### src/rtl/master_fsm_multitrack_pkg.sv
// Shared state codes, default key indices and sizing helper for the multitrack
// piano controller.
package master_fsm_multitrack_pkg;

    localparam int unsigned STATE_W = 3;

    typedef enum logic [STATE_W-1:0] {
        StStart    = 3'd0,
        StRecord   = 3'd1,
        StPlayback = 3'd2,
        StRestart  = 3'd3,
        StPause    = 3'd4,
        StDone     = 3'd5
    } stateE;

    localparam int unsigned DEF_NUM_KEYS   = 30;
    localparam int unsigned DEF_NUM_TRACKS = 4;
    localparam int unsigned DEF_TIME_W     = 16;
    localparam int unsigned DEF_KEY_SPACE  = 28;
    localparam int unsigned DEF_KEY_R      = 18;
    localparam int unsigned DEF_KEY_P      = 24;
    localparam int unsigned DEF_KEY_L      = 23;
    localparam int unsigned DEF_KEY_BKSP   = 13;
    localparam int unsigned DEF_KEY_TRK0   = 1;

    // A single track still needs a 1-bit select so port widths never collapse to zero.
    function automatic int unsigned trackIdxWidth(int unsigned numTracks);
        return (numTracks > 1) ? $clog2(numTracks) : 1;
    endfunction

endpackage

### src/rtl/master_fsm_multitrack_if.sv
// Keyboard-in / control-out bundle between the master FSM and the storage,
// audio and VGA consumers.
interface master_fsm_multitrack_if
    import master_fsm_multitrack_pkg::*;
#(
    parameter int unsigned NUM_KEYS   = DEF_NUM_KEYS,
    parameter int unsigned NUM_TRACKS = DEF_NUM_TRACKS,
    parameter int unsigned TIME_W     = DEF_TIME_W
) ();

    localparam int unsigned TRK_W = trackIdxWidth(NUM_TRACKS);

    logic [NUM_KEYS-1:0]   inputStateStorage;
    logic                  tick;
    logic [STATE_W-1:0]    currentState;
    logic                  timerEnable;
    logic [TIME_W-1:0]     playTime;
    logic [TRK_W-1:0]      recordTrack;
    logic [NUM_TRACKS-1:0] recordEnable;
    logic [NUM_TRACKS-1:0] trackValid;
    logic                  loopMode;

    modport master (
        input  inputStateStorage,
        input  tick,
        output currentState,
        output timerEnable,
        output playTime,
        output recordTrack,
        output recordEnable,
        output trackValid,
        output loopMode
    );

    modport slave (
        output inputStateStorage,
        output tick,
        input  currentState,
        input  timerEnable,
        input  playTime,
        input  recordTrack,
        input  recordEnable,
        input  trackValid,
        input  loopMode
    );

endinterface

### src/rtl/master_fsm_multitrack_key_edge_detect.sv
// Rising-edge detector for level key states; the history register resets to
// ones so keys already held during reset never produce an edge.
module key_edge_detect #(
    parameter int unsigned WIDTH = 30
) (
    input  logic             clk,
    input  logic             reset,
    input  logic [WIDTH-1:0] keys,
    output logic [WIDTH-1:0] keyEdge
);

    logic [WIDTH-1:0] prevQ;

    always_ff @(posedge clk or posedge reset) begin
        if (reset) begin
            prevQ <= '1;
        end else begin
            prevQ <= keys;
        end
    end

    assign keyEdge = keys & ~prevQ;

endmodule

### src/rtl/master_fsm_multitrack.sv
// Top-level piano control FSM: multitrack record/playback with pause, loop,
// restart and per-track clear, driven by key edges and an external tick.
module master_fsm_multitrack
    import master_fsm_multitrack_pkg::*;
#(
    parameter int unsigned NUM_KEYS   = DEF_NUM_KEYS,
    parameter int unsigned NUM_TRACKS = DEF_NUM_TRACKS,
    parameter int unsigned TIME_W     = DEF_TIME_W,
    parameter int unsigned KEY_SPACE  = DEF_KEY_SPACE,
    parameter int unsigned KEY_R      = DEF_KEY_R,
    parameter int unsigned KEY_P      = DEF_KEY_P,
    parameter int unsigned KEY_L      = DEF_KEY_L,
    parameter int unsigned KEY_BKSP   = DEF_KEY_BKSP,
    parameter int unsigned KEY_TRK0   = DEF_KEY_TRK0
) (
    input logic                     clk,
    input logic                     reset,
    master_fsm_multitrack_if.master bus
);

    localparam int unsigned TRK_W = trackIdxWidth(NUM_TRACKS);

    logic [NUM_KEYS-1:0] keyEdge;
    logic                edgeSpace;
    logic                edgeR;
    logic                edgeP;
    logic                edgeL;
    logic                edgeBksp;
    logic                unusedEdges;
    logic [NUM_TRACKS-1:0] trkEdge;

    key_edge_detect #(
        .WIDTH (NUM_KEYS)
    ) uKeyEdge (
        .clk     (clk),
        .reset   (reset),
        .keys    (bus.inputStateStorage),
        .keyEdge (keyEdge)
    );

    assign edgeSpace   = keyEdge[KEY_SPACE];
    assign edgeR       = keyEdge[KEY_R];
    assign edgeP       = keyEdge[KEY_P];
    assign edgeL       = keyEdge[KEY_L];
    assign edgeBksp    = keyEdge[KEY_BKSP];
    assign unusedEdges = ^keyEdge;

    for (genvar t = 0; t < NUM_TRACKS; t++) begin : gTrkEdge
        assign trkEdge[t] = keyEdge[KEY_TRK0 + t];
    end

    stateE                              stateQ, stateD;
    logic [TIME_W-1:0]                  playTimeQ, playTimeD;
    logic [TRK_W-1:0]                   recordTrackQ, recordTrackD;
    logic [NUM_TRACKS-1:0]              trackValidQ, trackValidD;
    logic [NUM_TRACKS-1:0][TIME_W-1:0]  lengthQ, lengthD;
    logic                               loopModeQ, loopModeD;

    logic [NUM_TRACKS-1:0] selOneHot;
    logic [TIME_W-1:0]     playLength;
    logic [TIME_W:0]       nextPos;
    logic                  atEnd;
    logic                  timeSat;
    logic                  recStop;

    always_comb begin
        selOneHot = '0;
        for (int t = 0; t < int'(NUM_TRACKS); t++) begin
            selOneHot[t] = (recordTrackQ == TRK_W'(t));
        end
    end

    // Playback runs to the longest valid track.
    always_comb begin
        playLength = '0;
        for (int t = 0; t < int'(NUM_TRACKS); t++) begin
            if (trackValidQ[t] && (lengthQ[t] > playLength)) begin
                playLength = lengthQ[t];
            end
        end
    end

    // One bit wider so the end compare cannot wrap at full scale.
    assign nextPos = {1'b0, playTimeQ} + (TIME_W + 1)'(1);
    assign atEnd   = (nextPos >= {1'b0, playLength});
    assign timeSat = &playTimeQ;
    assign recStop = edgeSpace || (bus.tick && timeSat);

    always_comb begin
        stateD       = stateQ;
        playTimeD    = playTimeQ;
        recordTrackD = recordTrackQ;
        trackValidD  = trackValidQ;
        lengthD      = lengthQ;
        loopModeD    = loopModeQ ^ edgeL;

        if (stateQ != StRecord) begin
            // Walk downwards so the lowest simultaneous select wins.
            for (int t = int'(NUM_TRACKS) - 1; t >= 0; t--) begin
                if (trkEdge[t]) begin
                    recordTrackD = TRK_W'(t);
                end
            end
            if (edgeBksp) begin
                trackValidD = trackValidQ & ~selOneHot;
                for (int t = 0; t < int'(NUM_TRACKS); t++) begin
                    if (selOneHot[t]) begin
                        lengthD[t] = '0;
                    end
                end
            end
        end

        unique case (stateQ)
            StStart: begin
                if (edgeSpace) begin
                    stateD    = StRecord;
                    playTimeD = '0;
                end
            end

            StRecord: begin
                if (recStop) begin
                    if (playTimeQ != '0) begin
                        trackValidD = trackValidQ | selOneHot;
                        for (int t = 0; t < int'(NUM_TRACKS); t++) begin
                            if (selOneHot[t]) begin
                                lengthD[t] = playTimeQ;
                            end
                        end
                    end
                    playTimeD = '0;
                    stateD    = (trackValidD != '0) ? StPlayback : StStart;
                end else if (bus.tick) begin
                    playTimeD = nextPos[TIME_W-1:0];
                end
            end

            StPlayback: begin
                if (edgeR) begin
                    stateD    = StRestart;
                    playTimeD = '0;
                end else if (edgeSpace) begin
                    stateD    = StRecord;
                    playTimeD = '0;
                end else if (edgeP) begin
                    stateD = StPause;
                end else if (bus.tick) begin
                    if (atEnd) begin
                        if (loopModeQ) begin
                            stateD    = StRestart;
                            playTimeD = '0;
                        end else begin
                            stateD = StDone;
                        end
                    end else begin
                        playTimeD = nextPos[TIME_W-1:0];
                    end
                end
            end

            StRestart: begin
                stateD    = StPlayback;
                playTimeD = '0;
            end

            StPause: begin
                if (edgeP) begin
                    stateD = StPlayback;
                end else if (edgeR) begin
                    stateD    = StRestart;
                    playTimeD = '0;
                end else if (edgeSpace) begin
                    stateD    = StRecord;
                    playTimeD = '0;
                end
            end

            StDone: begin
                if (edgeR) begin
                    stateD    = StRestart;
                    playTimeD = '0;
                end else if (edgeSpace) begin
                    stateD    = StRecord;
                    playTimeD = '0;
                end
            end

            default: begin
                stateD    = StStart;
                playTimeD = '0;
            end
        endcase

        // Clearing the last recording leaves nothing to play.
        if (edgeBksp && (trackValidD == '0) &&
            (stateQ inside {StPlayback, StPause, StDone})) begin
            stateD    = StStart;
            playTimeD = '0;
        end
    end

    always_ff @(posedge clk or posedge reset) begin
        if (reset) begin
            stateQ       <= StStart;
            playTimeQ    <= '0;
            recordTrackQ <= '0;
            trackValidQ  <= '0;
            lengthQ      <= '0;
            loopModeQ    <= 1'b0;
        end else begin
            stateQ       <= stateD;
            playTimeQ    <= playTimeD;
            recordTrackQ <= recordTrackD;
            trackValidQ  <= trackValidD;
            lengthQ      <= lengthD;
            loopModeQ    <= loopModeD;
        end
    end

    assign bus.currentState = stateQ;
    assign bus.timerEnable  = (stateQ == StRecord) || (stateQ == StPlayback);
    assign bus.playTime     = playTimeQ;
    assign bus.recordTrack  = recordTrackQ;
    assign bus.recordEnable = (stateQ == StRecord) ? selOneHot : '0;
    assign bus.trackValid   = trackValidQ;
    assign bus.loopMode     = loopModeQ;

endmodule
### src/flat_wrapper.sv
// flat-port wrapper written by rule: the top's interface ports become plain ports
module master_fsm_multitrack_flat import master_fsm_multitrack_pkg::*;
#(
    parameter int unsigned NUM_KEYS   = DEF_NUM_KEYS,
    parameter int unsigned NUM_TRACKS = DEF_NUM_TRACKS,
    parameter int unsigned TIME_W     = DEF_TIME_W,
    parameter int unsigned KEY_SPACE  = DEF_KEY_SPACE,
    parameter int unsigned KEY_R      = DEF_KEY_R,
    parameter int unsigned KEY_P      = DEF_KEY_P,
    parameter int unsigned KEY_L      = DEF_KEY_L,
    parameter int unsigned KEY_BKSP   = DEF_KEY_BKSP,
    parameter int unsigned KEY_TRK0   = DEF_KEY_TRK0
)
  (clk, reset, bus_inputStateStorage, bus_tick, bus_currentState, bus_timerEnable, bus_playTime, bus_recordTrack, bus_recordEnable, bus_trackValid, bus_loopMode);
  master_fsm_multitrack_if #(.NUM_KEYS(NUM_KEYS), .NUM_TRACKS(NUM_TRACKS), .TIME_W(TIME_W)) bus_i ();
  input logic clk;
  input logic reset;
  input wire logic [$bits(bus_i.inputStateStorage)-1:0] bus_inputStateStorage;
  input wire logic [$bits(bus_i.tick)-1:0] bus_tick;
  output wire logic [$bits(bus_i.currentState)-1:0] bus_currentState;
  output wire logic [$bits(bus_i.timerEnable)-1:0] bus_timerEnable;
  output wire logic [$bits(bus_i.playTime)-1:0] bus_playTime;
  output wire logic [$bits(bus_i.recordTrack)-1:0] bus_recordTrack;
  output wire logic [$bits(bus_i.recordEnable)-1:0] bus_recordEnable;
  output wire logic [$bits(bus_i.trackValid)-1:0] bus_trackValid;
  output wire logic [$bits(bus_i.loopMode)-1:0] bus_loopMode;
  assign bus_i.inputStateStorage = bus_inputStateStorage;
  assign bus_i.tick = bus_tick;
  assign bus_currentState = bus_i.currentState;
  assign bus_timerEnable = bus_i.timerEnable;
  assign bus_playTime = bus_i.playTime;
  assign bus_recordTrack = bus_i.recordTrack;
  assign bus_recordEnable = bus_i.recordEnable;
  assign bus_trackValid = bus_i.trackValid;
  assign bus_loopMode = bus_i.loopMode;
  master_fsm_multitrack #(.NUM_KEYS(NUM_KEYS), .NUM_TRACKS(NUM_TRACKS), .TIME_W(TIME_W), .KEY_SPACE(KEY_SPACE), .KEY_R(KEY_R), .KEY_P(KEY_P), .KEY_L(KEY_L), .KEY_BKSP(KEY_BKSP), .KEY_TRK0(KEY_TRK0)) u_core (.clk(clk), .reset(reset), .bus(bus_i));
endmodule
### config.mk
export PLATFORM = sky130hd
export DESIGN_NAME = master_fsm_multitrack_flat
export DESIGN_NICKNAME = d
export VERILOG_FILES = /design/src/rtl/master_fsm_multitrack_pkg.sv /design/src/rtl/master_fsm_multitrack_if.sv /design/src/rtl/master_fsm_multitrack_key_edge_detect.sv /design/src/rtl/master_fsm_multitrack.sv /design/src/flat_wrapper.sv
export SDC_FILE = /design/constraint.sdc
export NUM_CORES = 1
export LEC_CHECK = 0
export BUFFER_PORTS_ARGS = -buffer_cell sky130_fd_sc_hd__buf_2
export CAP_MARGIN = 10
export CORE_AREA = 2 2 160 162
export DETAILED_ROUTE_END_ITERATION = 8
export DIE_AREA = 0 0 162 164
export PLACE_DENSITY = 0.51
export SLEW_MARGIN = 20
export SYNTH_ARGS = -nofsm -noshare
export SYNTH_HDL_FRONTEND = slang
export SYNTH_HIERARCHICAL = 1
export SYNTH_SLANG_ARGS = --single-unit
### constraint.sdc
create_clock -name clk -period 21.8 [get_ports clk]
set_input_delay 3.27 -clock clk [delete_from_list [all_inputs] [get_ports clk]]
set_output_delay 3.27 -clock clk [all_outputs]
set_load 0.05 [all_outputs]
## Yosys cells after proc, flatten, opt, wreduce, memory -nomap -nowiden

Index checks and enable logic that the tools add are counted.

| cells by class | value |
|---|---|
| bitwise logic cells | 6 |
| multiplexer cells | 55 |
| $add $sub $neg | 1 |
| reduce and logical (&&, ||, !) cells | 20 |
| equal/unequal tests | 17 |
| $lt $le $gt $ge | 5 |

Operators with widths:

| operator | count |
|---|---|
| $mux 16 | 24 |
| $mux 64 | 5 |
| $pmux 16 s5 | 1 |
| $gt 16x16->1 | 3 |
| $mux 3 | 11 |
| $mux 4 | 8 |
| $and 29x29->29 | 1 |
| $not 29->29 | 1 |
| $pmux 3 s6 | 1 |
| $add 16x1->17 const B | 1 |
| $ge 17x16->1 | 1 |
| $gt 16x1->1 const B | 1 |
| $reduce_and 16->1 | 1 |
| $reduce_bool 16->1 | 1 |
| $ne 6x3->1 const B | 2 |
| $mux 2 | 5 |
| $reduce_bool 4->1 | 2 |
| $logic_and 1x1->1 | 7 |
| $eq 3x2->1 const B | 2 |
| $eq 3x3->1 const B | 2 |
| $ne 3x1->1 const B | 2 |
| $ne 6x2->1 const B | 1 |
| $ne 5x3->1 const B | 1 |
| $ne 5x4->1 const B | 1 |
| 17 further kinds | 19 |

| word-level totals | value |
|---|---|
| output and inout port bits | 31 |
| word-level logic and storage cells | 114 |
| register bits | 119 |
| input port bits | 33 |

## Depth between registers and ports, before layout

| depth | value |
|---|---|
| depth in word-level cells | 20 |
| mapped depth | 50 |
| depth with buffers taken out | 43 |

## Cells and area by module

The synthesis kept the hierarchy.

Modules (own cells, without submodules):

| module | area an instance (um^2) | times used | cells each |
|---|---|---|---|
| master_fsm_multitrack | 6363.6 | 1 | 778 |
| key_edge_detect | 1204.9 | 1 | 61 |

## Worst setup path after synthesis

Ideal clock, no wire load.

| timing path | value |
|---|---|
| kind | reg2reg |
| start point | register u_core.trackValidQ[0] (netlist: u_core/bus.trackValid[0]) |
| end point | register u_core.playTimeQ[15] (netlist: u_core/bus.playTime[15]) |
| cell stages (with the launch flop) | 48 |
| path slack | 13.258 ns |
| setup time | 0.066 ns |
| data required time | 21.734 ns |
| buffers on the path | 7 |
| arrival time | 8.476 ns |
| cell sequence | dfrtp_1 buf_2 inv_1 a41oi_2 nand2_1 ha_1 nor2b_1 o211ai_1 a2111o_1 a31oi_1 buf_6 clkbuf_1 a21oi_1 ha_1 nand4_1 nor4_1 and2_1 nand2_1 [12 not listed] nand3_1 a211o_1 a21oi_1 clkbuf_1 a22oi_1 ha_1 nor2b_1 o21a_1 o21a_1 o21a_1 o211ai_1 a31o_2 a31oi_1 or3_1 buf_2 inv_1 buf_2 a22o_1 |

| between the ends | value |
|---|---|
| cells in the longest elaborated chain, start to end | 19 |

RTL lines:

| item | line | RTL |
|---|---|---|
| start: declaration | master_fsm_multitrack.sv:55 | `logic [NUM_TRACKS-1:0] trackValidQ, trackValidD;` |
| start signal: assignment | master_fsm_multitrack.sv:215 | `trackValidQ <= trackValidD;` |
| $logic_and 1x1->1 | master_fsm_multitrack.sv:77 | `if (trackValidQ[t] && (lengthQ[t] > playLength)) begin` |
| $mux 16 | master_fsm_multitrack.sv:77 |  |
| $gt 16x16->1 | master_fsm_multitrack.sv:77 |  |
| $logic_and 1x1->1 | master_fsm_multitrack.sv:77 |  |
| $mux 16 | master_fsm_multitrack.sv:77 |  |
| $gt 16x16->1 | master_fsm_multitrack.sv:77 |  |
| $logic_and 1x1->1 | master_fsm_multitrack.sv:77 |  |
| $mux 16 | master_fsm_multitrack.sv:77 |  |
| [3 not listed] | - |  |
| $ge 17x16->1 | master_fsm_multitrack.sv:85 | `assign atEnd = (nextPos >= {1'b0, playLength});` |
| $mux 16 | master_fsm_multitrack.sv:149 | `if (atEnd) begin` |
| $mux 16 | master_fsm_multitrack.sv:148 | `end else if (bus.tick) begin` |
| $mux 16 | master_fsm_multitrack.sv:146 | `end else if (edgeP) begin` |
| $mux 16 | master_fsm_multitrack.sv:143 | `end else if (edgeSpace) begin` |
| $mux 16 | master_fsm_multitrack.sv:140 | `if (edgeR) begin` |
| $pmux 16 s5 | master_fsm_multitrack.sv:114 | `unique case (stateQ)` |
| $mux 16 | master_fsm_multitrack.sv:196 | `if (edgeBksp && (trackValidD == '0) &&` |
| end signal: assignment | master_fsm_multitrack.sv:213 | `playTimeQ <= playTimeD;` |
| end: declaration | master_fsm_multitrack.sv:53 | `logic [TIME_W-1:0] playTimeQ, playTimeD;` |

Parallel ways exist; a longest one is shown, timed or not. The select of a mux whose other input is x is not followed.
A chain may end at the register's enable or synchronous reset.

## Final worst setup path

| timing path | value |
|---|---|
| start point | register u_core/lengthQ[15] in the netlist's numbering |
| end point | register u_core.playTimeQ[0] (netlist: u_core/bus.playTime[0]) |

| between the ends | value |
|---|---|
| cells in the longest elaborated chain, start to end | 20 |

RTL lines:

| item | line | RTL |
|---|---|---|
| start: declaration | master_fsm_multitrack.sv:56 | `logic [NUM_TRACKS-1:0][TIME_W-1:0] lengthQ, lengthD;` |
| start signal: assignment | master_fsm_multitrack.sv:216 | `lengthQ <= lengthD;` |
| $gt 16x1->1 | master_fsm_multitrack.sv:77 |  |
| $logic_and 1x1->1 | master_fsm_multitrack.sv:77 |  |
| $mux 16 * | master_fsm_multitrack.sv:77 |  |
| $gt 16x16->1 | master_fsm_multitrack.sv:77 |  |
| $logic_and 1x1->1 | master_fsm_multitrack.sv:77 |  |
| $mux 16 * | master_fsm_multitrack.sv:77 |  |
| $gt 16x16->1 | master_fsm_multitrack.sv:77 |  |
| $logic_and 1x1->1 | master_fsm_multitrack.sv:77 |  |
| [4 not listed] | - |  |
| $ge 17x16->1 * | master_fsm_multitrack.sv:85 |  |
| $mux 16 | master_fsm_multitrack.sv:149 |  |
| $mux 16 | master_fsm_multitrack.sv:148 |  |
| $mux 16 | master_fsm_multitrack.sv:146 |  |
| $mux 16 | master_fsm_multitrack.sv:143 |  |
| $mux 16 | master_fsm_multitrack.sv:140 |  |
| $pmux 16 s5 | master_fsm_multitrack.sv:114 |  |
| $mux 16 | master_fsm_multitrack.sv:196 |  |

Mark *: on every way between the ends. The rest lies on a longest branch, timed or not. The select of a mux whose other input is x is not followed.

==> impl_metrics.tcl <==
set metrics [dict create \
    io_buffers 42 \
    vias 5617 \
    cellLeakagePower_nw 3.505 \
    fin_skew_ps 7.714 \
    worst_pin_slew_ps 885.5 \
    maxCapViolCount 0 \
    vdd_drop_max_uv 64.81 \
    ant_nets 0 \
    start_util_pct 27.11 \
    route.detailed.drc 0 \
    postSynthAreaPerCell_sq_um 8.441 \
    first_pass_iters 5 \
    grt_pass1_vias 5240 \
    final_common_cell "nand2_1" \
    yosys_warnings 6 \
    placed_area_sq_um 7202 \
    cp.required_ps 22100 \
    post_drt_wl_per_cell_um 16.50 \
    syn_area_sq_um 6728 \
    die_area_sq_um 26570 \
    vias_per_cell 4.927 \
    worst_slack_ps 11410 \
    grt_setup_unrepaired "false" \
    drive_above_1_share_pct 12.84 \
    p_per_area_nw_per_um2 79.61 \
    syn_to_final_growth_pct 11.08 \
    setup_viol 0 \
    rows 58 \
    cts-root-buf "clkbuf_16" \
    postCtsSetupBuffers 0 \
    end_kind "flip-flop" \
    final-hold-violation-count 0 \
    gp_routability_congestion 0.8445 \
    clk_latency_ps 350 \
    post-route-period-util_pct 47.65 \
    crit_type "reg2reg" \
    htree_levels 3 \
    outcome "finished, final reports clean" \
    die-height_um 164 \
    pin_count 64 \
    pre_cts_ws_ps 11450 \
    final_util_pct 30.11 \
    maxSlewViolCount 0 \
    critPathMaxStageDelay_ps 570 \
    grt_antenna_before_repair 0 \
    clk_pin_slew_ps 70 \
    cts_resized 0 \
    worstPathArrival_ps 10680 \
    design_area_sq_um 7473 \
    fp.dieW_um 162 \
    layout_common_cells "nand2_1, o21ai_0, dfrtp_1" \
    cts_hold_buffers 0 \
    fin_crit_ps 10390 \
    core_region_area_sq_um 24820 \
    grt_max_degree 65 \
    diodes 0 \
    track_usage_pct 14.61 \
    cts.sinks 99 \
    crit_fanout 44 \
    grt.overflow.total 0 \
    setup_tns_ps 0 \
    cts_buffers 9 \
    critPathLaunchType "flip-flop" \
    min_path_type "reg2reg" \
    dp_hpwl_um 13910 \
    cts_tree "done" \
    syn_nets 894 \
    grt_pass1_wl_um 30110 \
    final_nets 902 \
    slew_headroom_pct 40.96 \
    max_freq_mhz 96.27 \
    crit_slowest_cell "nor4_1" \
    routed_wirelength_um 18810 \
    drt_iter0_drc 403 \
    cts_buffer_depth 2 \
    synthCells 797 \
]
## sequential cells by signal, indices dropped and copies added, names as in the netlist
| signal | cells |
|---|---|
| u_core/bus.recordTrack | 2 |
| u_core/bus.loopMode | 1 |
| u_core/bus.currentState | 3 |
| u_core/uKeyEdge/prevQ | 9 |
| u_core/lengthQ | 64 |
| u_core/bus.playTime | 16 |
| u_core/bus.trackValid | 4 |
## critical path: cells and delay by family (launching register included)
| family | cells | cell delay, ps |
|---|---|---|
| AO/OA/AOI/OAI | 21 | 4540 |
| AND/OR/NAND/NOR | 13 | 3410 |
| adder cells (fa/ha/maj) | 4 | 1010 |
| buffers and inverters | 2 | 700 |
| flip-flops | 1 | 400 |
| multiplexers | 1 | 230 |
## power by group
| part | internal (W) | switching (W) |
|---|---|---|
| clock | 0.0000765 | 0.0000720 |
| sequential | 0.000197 | 0.0000327 |
| combinational | 0.0000721 | 0.000144 |
| total | 0.000346 | 0.000249 |
## area by class of cell
class | instances | area, sq um
clock buffer | 10 | 229.0
timing repair buffer | 48 | 255.2
multi-input combinational | 631 | 3993
fill | 2669 | 17350
tap | 330 | 412.9
sequential | 99 | 2489
clock inverter | 6 | 32.53
inverter | 16 | 62.56
## stage by stage
stage | hold slack (ps) | instances | power (W)
final | 526.4 | 1140 | 0.0005950
after global routing | 556.7 | 1140 | 0.0006335
after CTS | 534.3 | 1140 | 0.0006016
after detailed placement | 521.9 | 1124 | 0.0004505
after global placement | 525.3 | 1124 | 0.0004498
after floorplan | 512.8 | 797 | 0.0003900
## per-layer routing
metal  track usage, %  routed length, um  up-vias
met1            21.51               9313     2668
met5                0                  0        -
met3            3.005                841       16
met2            21.95               8365      118
met4            3.218                293        0
li1                 -                  -     2815
## path summary, 6_finish.rpt
path / slack (ps) / from / cells past startpoint / end
setup / recovery: 11410 / u_core/lengthQ[15] / 41 / u_core/bus.playTime[0]
hold / removal: 530 / u_core/bus.loopMode / 1 / u_core/bus.loopMode
setup reg to reg: 11410 / u_core/lengthQ[15] / 41 / u_core/bus.playTime[0]
hold reg to reg: 530 / u_core/bus.loopMode / 1 / u_core/bus.loopMode
max in group asynchronous: 17660 / reset / 3 / u_core/lengthQ[57]
min in group asynchronous: 2900 / reset / 2 / u_core/bus.currentState[1]
Power figures use the tool's default switching activity.
